===== src/rtl/if_id_reg.sv =====
// IF/ID pipeline register: latches the fetched PC/instruction, flags fetch address faults,
// pre-decodes the extender mode and (with IF_ID_BD_EN defined) tracks branch delay slots.
module if_id_reg (
  input  logic        clk,
  input  logic        reset,
  input  logic        stall,
  input  logic        flush,
  input  logic [31:0] pc_f,
  input  logic [31:0] instr_f,
  output logic [31:0] instr_d,
  output logic [31:0] pc_d,
  output logic [15:0] imm16_d,
  output logic [4:0]  extop_d,
  output logic [4:0]  exccode_d,
  output logic        bd_d,
  output logic        valid_d
);

  localparam logic [31:0] PC_RESET = 32'h0000_3000;
  localparam logic [31:0] PC_LO    = 32'h0000_3000;
  localparam logic [31:0] PC_HI    = 32'h0000_6FFC;
  localparam logic [4:0]  EXC_ADEL = 5'd4;
  localparam logic [4:0]  EXT_SIGN = 5'd0;
  localparam logic [4:0]  EXT_ZERO = 5'd1;
  localparam logic [4:0]  EXT_LUI  = 5'd2;

  logic [31:0] instr_reg, pc_reg;
  logic [4:0]  extop_reg, exccode_reg;
  logic        valid_reg;

  logic        fetch_fault;
  logic        is_branch;
  logic [4:0]  extop_next;
  logic [5:0]  opcode, funct;

  assign opcode      = instr_f[31:26];
  assign funct       = instr_f[5:0];
  assign fetch_fault = (pc_f[1:0] != 2'b00) || (pc_f < PC_LO) || (pc_f > PC_HI);

  always_comb begin
    is_branch = 1'b0;
    case (opcode)
      6'b000001, 6'b000010, 6'b000011, 6'b000100,
      6'b000101, 6'b000110, 6'b000111: is_branch = 1'b1;
      6'b000000: is_branch = (funct == 6'b001000) || (funct == 6'b001001);
      default:   is_branch = 1'b0;
    endcase
  end

  // A faulting fetch latches a nop, so its extender mode is that of the nop.
  always_comb begin
    extop_next = EXT_SIGN;
    if (!fetch_fault) begin
      case (opcode)
        6'b001100, 6'b001101, 6'b001110: extop_next = EXT_ZERO;
        6'b001111:                       extop_next = EXT_LUI;
        default:                         extop_next = EXT_SIGN;
      endcase
    end
  end

  always_ff @(posedge clk or negedge reset) begin
    if (!reset) begin
      instr_reg   <= 32'h0;
      pc_reg      <= PC_RESET;
      extop_reg   <= EXT_SIGN;
      exccode_reg <= 5'd0;
      valid_reg   <= 1'b0;
    end else if (flush) begin
      instr_reg   <= 32'h0;
      pc_reg      <= pc_f;
      extop_reg   <= EXT_SIGN;
      exccode_reg <= 5'd0;
      valid_reg   <= 1'b0;
    end else if (!stall) begin
      instr_reg   <= fetch_fault ? 32'h0 : instr_f;
      pc_reg      <= pc_f;
      extop_reg   <= extop_next;
      exccode_reg <= fetch_fault ? EXC_ADEL : 5'd0;
      valid_reg   <= 1'b1;
    end
  end

`ifdef IF_ID_BD_EN
  logic last_br_reg, bd_reg;

  // bd takes the previous capture's branch flag, faulting fetches included, for EPC correction.
  always_ff @(posedge clk or negedge reset) begin
    if (!reset) begin
      last_br_reg <= 1'b0;
      bd_reg      <= 1'b0;
    end else if (flush) begin
      last_br_reg <= 1'b0;
      bd_reg      <= 1'b0;
    end else if (!stall) begin
      last_br_reg <= is_branch && !fetch_fault;
      bd_reg      <= last_br_reg;
    end
  end

  assign bd_d = bd_reg;
`else
  assign bd_d = 1'b0;
`endif

  assign instr_d   = instr_reg;
  assign pc_d      = pc_reg;
  assign imm16_d   = instr_reg[15:0];
  assign extop_d   = extop_reg;
  assign exccode_d = exccode_reg;
  assign valid_d   = valid_reg;

endmodule


===== config.mk =====
export PLATFORM = sky130hd
export DESIGN_NAME = if_id_reg
export DESIGN_NICKNAME = d
export VERILOG_FILES = /design/src/rtl/if_id_reg.sv
export SDC_FILE = /design/constraint.sdc
export NUM_CORES = 1
export LEC_CHECK = 0
export CAP_MARGIN = 20
export CORE_ASPECT_RATIO = 0.6
export CORE_MARGIN = 4
export CORE_UTILIZATION = 40
export CTS_BUF_LIST = sky130_fd_sc_hd__clkbuf_8
export DETAILED_ROUTE_END_ITERATION = 8
export DONT_BUFFER_PORTS = 1
export RECOVER_POWER = 25
export SLEW_MARGIN = 30
export SYNTH_ARGS = -nofsm -noshare
export SYNTH_HDL_FRONTEND = slang
export SYNTH_SLANG_ARGS = --single-unit

===== constraint.sdc =====
create_clock -name clk -period 2 [get_ports clk]
set_clock_uncertainty 0.15 [all_clocks]
set_input_delay 0.4 -clock clk [delete_from_list [all_inputs] [get_ports clk]]
set_output_delay 0.4 -clock clk [all_outputs]
set_load 0.05 [all_outputs]

* After elaboration in Yosys (flattened, before gate mapping)
Cells that the tools add are included.
Storage, ports and cells: flip-flop bits (word level) 75, input bits 68, output and inout bits 92, logic and storage cells 30
Cells by class: magnitude comparators 2, equality and inequality tests 5, mux-type cells 14, reduce and logical (&&, ||, !) cells 4
Operator list (count):
- 32-bit two-way mux | 5
- 32-bit by 15-bit greater-than comparator with 1-bit output (second input constant) | 1
- 32-bit by 14-bit < comparator with 1-bit output (second input constant) | 1
- 6-bit by 4-bit equality test with 1-bit output (second input constant) | 4
- 5-bit two-way mux | 4
- 2-bit case mux with 2 select lines | 1
- 3-bit two-way mux | 1
- 3-bit OR reduction | 1
- 1-bit logical OR | 2
- 1-bit two-way mux | 2
- 2-bit two-way mux | 1
- 2-bit by 1-bit inequality test with 1-bit output (second input constant) | 1
- 2-bit nonzero test | 1

* Longest topological paths before layout
Gate-level depths: netlist (run 1).
word-level depth 6, gate-level depth with buffers 5, depth with buffers taken out 4

* Worst setup path before layout (run 1)
OpenSTA, ideal clock, no wires.
kind input port to flip-flop, from in pc_f[30], to reg instr_reg[0], in the netlist instr_d[0], library setup time 0.067 ns, arrival 1.546 ns, required time 1.783 ns, path slack 0.237 ns, stages on the path 5, buffers on the path 1, cell sequence nor4_2 > nand3_1 > nor4_4 > buf_6 > a22o_1
On the way: cells in the longest elaborated chain, start to end 6, elaborated cells on any way between the ends 7, those cells by class 2 x order compare; 3 x mux; 2 x reduce/logical
RTL lines:
- start: declaration | line 8 | input logic [31:0] pc_f,
- 32-bit by 14-bit < comparator with 1-bit output | line 38 | assign fetch_fault = (pc_f[1:0] != 2'b00) || (pc_f < PC_LO) || (pc_f > PC_HI);
- 1-bit logical OR | line 38
- 1-bit logical OR * | line 38
- 32-bit two-way mux * | line 76 | instr_reg <= fetch_fault ? 32'h0 : instr_f;
- 32-bit two-way mux * | line 75 | end else if (!stall) begin
- 32-bit two-way mux * | line 69 | end else if (flush) begin
- end signal: assignment | line 76
- end: declaration | line 27 | logic [31:0] instr_reg, pc_reg;
Every way passes the cells marked *; elsewhere a longest branch is shown, timed or not. The select of a mux whose other input is x is not followed. A chain may end at the register's enable or synchronous reset.

==> results of run 1 <==
## logic make-up after synthesis
| group | share of synthesized area [%] |
|---|---|
| DFF | 61.3 |
| AOI/OAI and AO/OA | 11.2 |
| buffers and inverters | 9.76 |
| muxes | 13.0 |
| and+or+nand+nor | 4.41 |
| xor gates and xnor gates | 0.315 |
| other | 0.135 |
## cells in the mapped netlist
cell      number  area, um2
dfrtp_1       66       1650
a22o_1        34        298
mux2_2        32        360
buf_4         25        188
buf_6          6       67.6
nor4_2         3       37.5
buf_1          2       7.51
dfstp_2        2       52.6
nand2_1        2       7.51
nor2b_1        2       12.5
nor3_1         2       10.0
nor4_1         2       12.5
a21boi_0       1       7.51
a21oi_1        1       5.00
and3_1         1       6.26
buf_2          1       5.00
conb_1         1       3.75
inv_1          1       3.75
nand3_1        1       5.00
nor4_4         1       21.3
nor4bb_1       1       10.0
xor2_1         1       8.76
## report_power, final
group / switching [mW] / total (mW) / internal [mW]
Combinational: 0.0783 / 0.143 / 0.0643
Sequential: 0.250 / 1.68 / 1.43
Clock: 0.467 / 0.965 / 0.498
Total: 0.796 / 2.79 / 1.99
## critical path, delay by kind of cell, from the launching register on
| family | cells | cell delay [ps] |
|---|---|---|
| AOI/OAI and AO/OA | 1 | 160 |
| buffers and inverters | 2 | 650 |
| DFF | 1 | 640 |
## state kept, by name, indices dropped and copies added (netlist names)
register and flops:
valid_d 1, instr_d 32, pc_d 32, exccode_d 1, extop_d 2
## cell type report
type | instances | area, um2 | area share, %
well taps | 87 | 109 | 3.61
repair buffers | 21 | 188 | 6.23
clock inverters | 4 | 17.5 | 0.581
inverters | 1 | 3.75 | 0.125
multi-input cells | 92 | 840 | 27.9
flip-flops and latches | 68 | 1700 | 56.6
clock buffers | 11 | 151 | 5.02
## how the worst min path moves through the flow
stage                     start           end  slack (ps)  cells after the start
after global placement    reset       pc_d[6]         -40                      0
after detailed placement  reset       pc_d[9]         -40                      0
final                     reset       pc_d[9]        -390                      0
after CTS                 reset       pc_d[9]        -420                      0
after floorplan           reset  exccode_d[2]         -50                      0
after global routing      reset       valid_d        -420                      0
## layout by cell type (no fill, tap or decap)
master         count
dfstp_2            2
dlygate4sd3_1      2
nor4bb_1           1
nor4_2             3
mux2_2            32
xor2_1             1
buf_4             17
clkbuf_8          11
nand3_1            1
nor2b_4            1
nor2b_1            1
buf_12             2
and3_1             1
clkinv_2           2
a22o_1            34
nor4_4             1
nor3_1             2
nor4_1             2
inv_1              3
a21boi_0           1
nand2_1            2
a21oi_1            1
dfrtp_1           66
conb_1             8
## per-stage QoR
stage          setup slack, ps  instances
2_1_floorplan              237        195
3_3_place_gp               125        267
3_5_place_dp              94.8        267
4_1_cts                    344        284
5_1_grt                    253        284
6_report                   340        284
## metal layers
layer	part of all wire, %	track usage [%]
met4	1.4	5.53
met2	44	20.1
met3	14	8.29
met1	41	17.7
met5	0	0
==> flow_summary.json, run 1 <==
{
  "worstReg2RegStart": "valid_d",
  "required_ps": 2120,
  "rr_endpoint": "valid_d",
  "violations": "negative hold slack",
  "postSynthAreaPerCell_um2": 14.8,
  "first_global_vias": 1660,
  "cap_violations": 0,
  "drive_above_1_share_pct": 36.0,
  "synth_cell_types": 22,
  "place_congestion": 0.760,
  "end_kind": "flop",
  "syn_inst": 188,
  "ant_nets": 0,
  "area_delta_synth_final_pct": 8.32,
  "cts.sink_count": 68,
  "cp_cell_sequence": "inv_1 -> a21oi_1 -> dlygate4sd3_1",
  "power_mw": 2.79,
  "drt_drc_violations_left": 0,
  "synth_area_um2": 2780,
  "cts_root_buf": "clkbuf_8",
  "postCtsSetupBuffers": 0,
  "worstSetupStartpoint": "valid_d",
  "min_period_ps": 1660,
  "hold_buffers": 2,
  "port_buffers": 0,
  "die_w_um": 116,
  "critPathLaunchType": "flop",
  "antenna_found_initial": 0,
  "cp_max_fo": 2,
  "detail_route.wl_per_cell_um": 21.1,
  "drtPass1Iterations": 3,
  "ys_ff_latch": 68,
  "initial_core_util_pct": 41.5,
  "endpoint": "valid_d",
  "vias_per_cell": 5.30,
  "fin_nets": 261,
  "worst_pin_slew_ps": 508,
  "hpwl_mm": 4.26,
  "clk_pin_slew_ps": 70,
  "fin_setup_tns_ps": 0,
  "place_area_um2": 2820,
  "reg2reg_slack_ps": 340,
  "num_rows": 23,
  "clockBufferDepth": 2,
  "holdCritPathClass": "in2async",
  "power.leakage_nw": 1.38,
  "die_h_um": 72.6,
  "via_count": 1506,
  "slew_viol_final": 0,
  "grt_usage_pct": 14.1,
  "yosys_warnings": 0,
  "yosysSeqAreaShare_pct": 61.3,
  "slowest_delay_ps": 640,
  "finalHoldViolations": 68,
  "slew-limit-headroom_pct": 66.1,
  "drt_iter0_drc": 72,
  "worstSetupPathType": "reg2reg",
  "routed_wl_mm": 6.00,
  "fillers": 605,
  "crit_slowest_cell": "dfrtp_1",
  "cellPowerDensity_nw_per_um2": 926,
  "fin_crit_sh_pct": 83.0,
  "grt_max_degree": 69,
  "finalSetupViolCount": 0,
  "io_pins": 160,
  "status": "finished with violations",
  "cp.arrival_ps": 1780,
  "fin_area_um2": 3010,
  "reg2reg_depth": 3,
  "grt_pass1_wl_mm": 8.85,
  "antenna_cells": 0,
  "clk_latency_ps": 330,
  "finish.utilization_pct": 44.9,
  "rsz0062_at_grt": "false",
  "die_area_um2": 8400,
  "cts_tree": "done",
  "hold_slack_ps": -393,
  "grt_overflow_total": 0,
  "fp.coreArea_um2": 6710,
  "cts.htree.levels": 3,
  "timing.fmax_mhz": 602,
  "cts_buffers": 9,
  "peakVddDrop_uv": 416,
  "cts_resized": 0
}
Note: power is estimated with default switching activity, not from simulation.
==> run 2: changes to the inputs <==
- clock period: 2 -> 1.55 ns (I/O delays scaled with it)
==> run 2 against run 1 <==
Via count up 20%. Die area is the same. Critical path depth fell by 3. Combinational power increased by 130%. Critical endpoint is now pc_d[12]. Sequential power grew 29%. Power grew 49%. Register-to-register slack about the same. Flip-flop and latch count unchanged. Critical path type is now reg2out. The run still ends with negative hold slack left.
==> flow_summary.json, run 2 (same netlist as run 1, synthesis figures left out) <==
{
  "status": "finished with violations",
  "violations": "negative hold slack",
  "reg2reg_depth": 1,
  "slew-limit-headroom_pct": 66.3,
  "cts_tree": "done",
  "hpwl_mm": 4.38,
  "die_h_um": 72.6,
  "combPwrFrac_pct": 7.8,
  "switchingPower_mw": 1.13,
  "rsz0062_at_grt": "false",
  "cp.arrival_ps": 1030,
  "routed_wl_mm": 7.13,
  "grt_pass1_wl_mm": 10.7,
  "place_congestion": 0.749,
  "cts_root_buf": "clkbuf_8",
  "mostFrequentLayoutCells": "66 x dfrtp_1, 66 x dlygate4sd3_1, 34 x a22o_1",
  "peakVddDrop_uv": 611,
  "cap_violations": 0,
  "antenna_cells": 0,
  "grt_max_degree": 69,
  "cp_max_fo": 2,
  "die_w_um": 116,
  "clockBufferDepth": 2,
  "fin_nets": 326,
  "cts_resized": 0,
  "timing.fmax_mhz": 672,
  "clk_latency_ps": 330,
  "hold_buffers": 66,
  "slew_viol_final": 0,
  "holdCritPathClass": "in2async",
  "cellPowerDensity_nw_per_um2": 1100,
  "worst_pin_slew_ps": 506,
  "place_area_um2": 2890,
  "hold_slack_ps": -496,
  "worstSetupPathType": "reg2out",
  "wl_met1_mm": 2.76,
  "min_period_ps": 1490,
  "drive_above_1_share_pct": 28.9,
  "fin_area_um2": 3780,
  "wl_met3_um": 914,
  "postCtsSetupBuffers": 0,
  "initial_core_util_pct": 41.5,
  "antenna_found_initial": 0,
  "cts.sink_count": 68,
  "io_pins": 160,
  "fin_crit_sh_pct": 96.0,
  "power.leakage_nw": 1.68,
  "port_buffers": 0,
  "cts.htree.levels": 3,
  "p_sw_share_pct": 27.0,
  "dp_slack_ps": -164,
  "required_ps": 1090,
  "routed-wl-met2_mm": 3.32,
  "drtPass1Iterations": 4,
  "end_kind": "output port",
  "via_count": 1809,
  "p_int_mw": 3.04,
  "finish.utilization_pct": 56.4,
  "path_depth": 0,
  "num_rows": 23,
  "finalHoldViolations": 68,
  "power_mw": 4.17,
  "p_seq_share_pct": 52.1,
  "finalSetupViolCount": 0,
  "grt_overflow_total": 0,
  "fin_ws_ps": 62.6,
  "vias_per_cell": 5.17,
  "drt_drc_violations_left": 0,
  "drt_iter0_drc": 62,
  "fp.coreArea_um2": 6710,
  "area_delta_synth_final_pct": 36.0,
  "fin_setup_tns_ps": 0,
  "clk_pin_slew_ps": 80,
  "first_global_vias": 1978,
  "detail_route.wl_per_cell_um": 20.4,
  "power_frac_clock_pct": 40.1,
  "cts_buffers": 9,
  "critPathLaunchType": "flop",
  "grt_usage_pct": 17.1,
  "ant_nets": 0,
  "highest_layer": "met4",
  "die_area_um2": 8400
}
[run 2: path summary, 6_finish.rpt]
path | from | end | slack [ps]
worst max-delay path | pc_d[12] | pc_d[12] | 60
worst min-delay path | reset | pc_d[21] | -500
worst max register to register | pc_d[0] | pc_d[0] | 340
worst min register to register | instr_d[7] | instr_d[7] | 360
max in group asynchronous | reset | pc_d[12] | 1530
min in group clk | stall | exccode_d[2] | 50
[run 2: power by group through the flow]
stage	combinational (mW)	sequential (mW)	clock [mW]
global route	0.345	2.18	1.81
floorplan	0.182	2.19	0
CTS	0.321	2.17	1.71
detailed placement	0.186	2.20	0
finish	0.326	2.17	1.67
global placement	0.179	2.20	0
[run 2: per-layer routing]
layer / vias to the layer above / track usage [%]
li1: 790 / -
met1: 879 / 19.4
met2: 127 / 27.5
met3: 13 / 9.03
met4: 0 / 6.56
met5: - / 0
[run 2: metrics by stage]
step           hold WS [ps]  instances
6_report               -496        350
5_1_grt                -538        350
4_1_cts                -510        350
3_5_place_dp           -134        268
3_3_place_gp           -134        268
2_1_floorplan          -136        195
[run 2: layout make-up]
cell class,count,area (um2)
Clock buffer,11,151
Clock inverter,5,83.8
Fill cell,525,2920
Inverter,1,3.75
Multi-Input combinational cell,92,871
Sequential cell,68,1700
Tap cell,87,109
Timing Repair Buffer,86,861
==> run 3: changes to the inputs <==
- CORE_ASPECT_RATIO: 0.6 -> 1.2
==> run 3 against run 2 <==
The run still ends with negative hold slack left. Power decreased by 6.5%. Non-clock buffer count increased by 2. Routed wire length shrank 6.8%. Worst setup slack better by 9.2 ps. Register-to-register slack hardly changed. Cell count grew 0.57%. Largest cell class unchanged.
==> flow_summary.json, run 3 (same netlist as run 1, synthesis figures left out) <==
{
  "cap_violations": 0,
  "placed_cells": 270,
  "rsz0062_at_grt": "false",
  "clk_latency_ps": 320,
  "area_delta_synth_final_pct": 34.2,
  "mostFrequentLayoutCells": "66 x dfrtp_1, 66 x dlygate4sd3_1, 34 x a22o_1",
  "switchingPower_mw": 1.08,
  "antenna_found_initial": 0,
  "die_w_um": 84.1,
  "holdCritPathClass": "in2async",
  "port_buffers": 0,
  "worstSetupPathType": "reg2out",
  "min_period_ps": 1480,
  "routed_wl_mm": 6.65,
  "end_kind": "output port",
  "cts_tree": "done",
  "vias_per_cell": 5.18,
  "fin_ws_ps": 71.7,
  "fin_crit_sh_pct": 95.4,
  "grt_usage_pct": 16.1,
  "drive_above_1_share_pct": 28.7,
  "ant_nets": 0,
  "hold_buffers": 66,
  "p_int_mw": 2.81,
  "cellPowerDensity_nw_per_um2": 1040,
  "via_count": 1822,
  "grt_max_degree": 69,
  "fp.coreArea_um2": 6810,
  "required_ps": 1090,
  "p_seq_share_pct": 55.8,
  "detail_route.wl_per_cell_um": 18.9,
  "hpwl_mm": 4.31,
  "place_congestion": 0.719,
  "cts_root_buf": "clkbuf_8",
  "final_cell_count_no_fill": 352,
  "clockBufferDepth": 2,
  "drtPass1Iterations": 4,
  "slew_viol_final": 0,
  "p_sw_share_pct": 27.7,
  "slew-limit-headroom_pct": 65.3,
  "finalHoldViolations": 68,
  "initial_core_util_pct": 40.8,
  "status": "finished with violations",
  "cts_buffers": 9,
  "io_pins": 160,
  "violations": "negative hold slack",
  "regArea_um2": 1700,
  "multi_input_area_um2": 871,
  "cp.arrival_ps": 1020,
  "cts.sink_count": 68,
  "first_global_vias": 2069,
  "drt_iter0_drc": 64,
  "postCtsSetupBuffers": 0,
  "num_rows": 33,
  "combPwrFrac_pct": 8.3,
  "fillers": 567,
  "grt_overflow_total": 0,
  "hold_slack_ps": -480,
  "die_h_um": 99.3,
  "grt_pass1_wl_mm": 10.7,
  "timing.fmax_mhz": 676,
  "fin_nets": 328,
  "power_frac_clock_pct": 35.9,
  "power.leakage_nw": 1.68,
  "finalSetupViolCount": 0,
  "drt_drc_violations_left": 0,
  "dp_slack_ps": -203,
  "worst_pin_slew_ps": 521,
  "power_mw": 3.89,
  "peakVddDrop_uv": 599,
  "cts.htree.levels": 3,
  "antenna_cells": 0,
  "clk_pin_slew_ps": 70,
  "critPathLaunchType": "flop",
  "cp_max_fo": 2,
  "die_area_um2": 8360
}
-- run 3: cell count changes in the layout (fill, tap and decap cells not counted), sizes merged --
cell	change
bufinv	-1
buf	+2
clkinv	+2
clkinvlp	-2
clkbuf	-1
inv	+2
-- run 3: area by class of cell --
| type | instances | area share [%] |
|---|---|---|
| clock buffer | 10 | 3.69 |
| clock inverter | 6 | 1.51 |
| inverter | 1 | 0.101 |
| multi-input combinational | 92 | 23.3 |
| sequential | 68 | 45.7 |
| tap | 87 | 2.92 |
| timing repair buffer | 88 | 22.8 |
-- run 3: power by group through the flow --
stage	combinational (mW)	sequential, mW	clock, mW
floorplan	0.182	2.19	0
global placement	0.175	2.20	0
detailed placement	0.186	2.20	0
CTS	0.321	2.17	1.46
global route	0.347	2.18	1.52
finish	0.322	2.17	1.40
-- run 3: stage by stage --
stage | TNS (ps) | utilization (%) | cell area, um2
6_report | 0 | 54.8 | 3730
5_1_grt | 0 | 54.8 | 3730
4_1_cts | 0 | 54.8 | 3730
3_5_place_dp | -6340 | 42.2 | 2880
3_3_place_gp | -4040 | 42.2 | 2880
2_1_floorplan | -3100 | - | 2840
-- run 3: worst paths after layout --
path / slack (ps) / end / start / depth (start not counted)
setup / recovery: 70 / pc_d[12] / pc_d[12] / 0
setup reg to reg: 350 / pc_d[17] / pc_d[17] / 1
hold / removal: -480 / pc_d[23] / reset / 0
hold reg to reg: 360 / instr_d[6] / instr_d[6] / 1
max in group asynchronous: 1550 / pc_d[13] / reset / 0
min in group clk: 30 / exccode_d[2] / stall / 2
-- run 3: per-layer routing --
| layer | global-route usage [%] | up-vias | wire length (um) |
|---|---|---|---|
| li1 | - | 798 | - |
| met1 | 18.6 | 882 | 2420 |
| met2 | 25.9 | 122 | 3300 |
| met3 | 6.63 | 20 | 738 |
| met4 | 7.92 | 0 | 194 |
| met5 | 0 | - | 0 |
-- run 3: what timing repair did --
action                                  4_1_cts  5_1_grt
resized for setup                             0        0
endpoints found under the hold margin       134       68
endpoints found under the setup margin        0        0
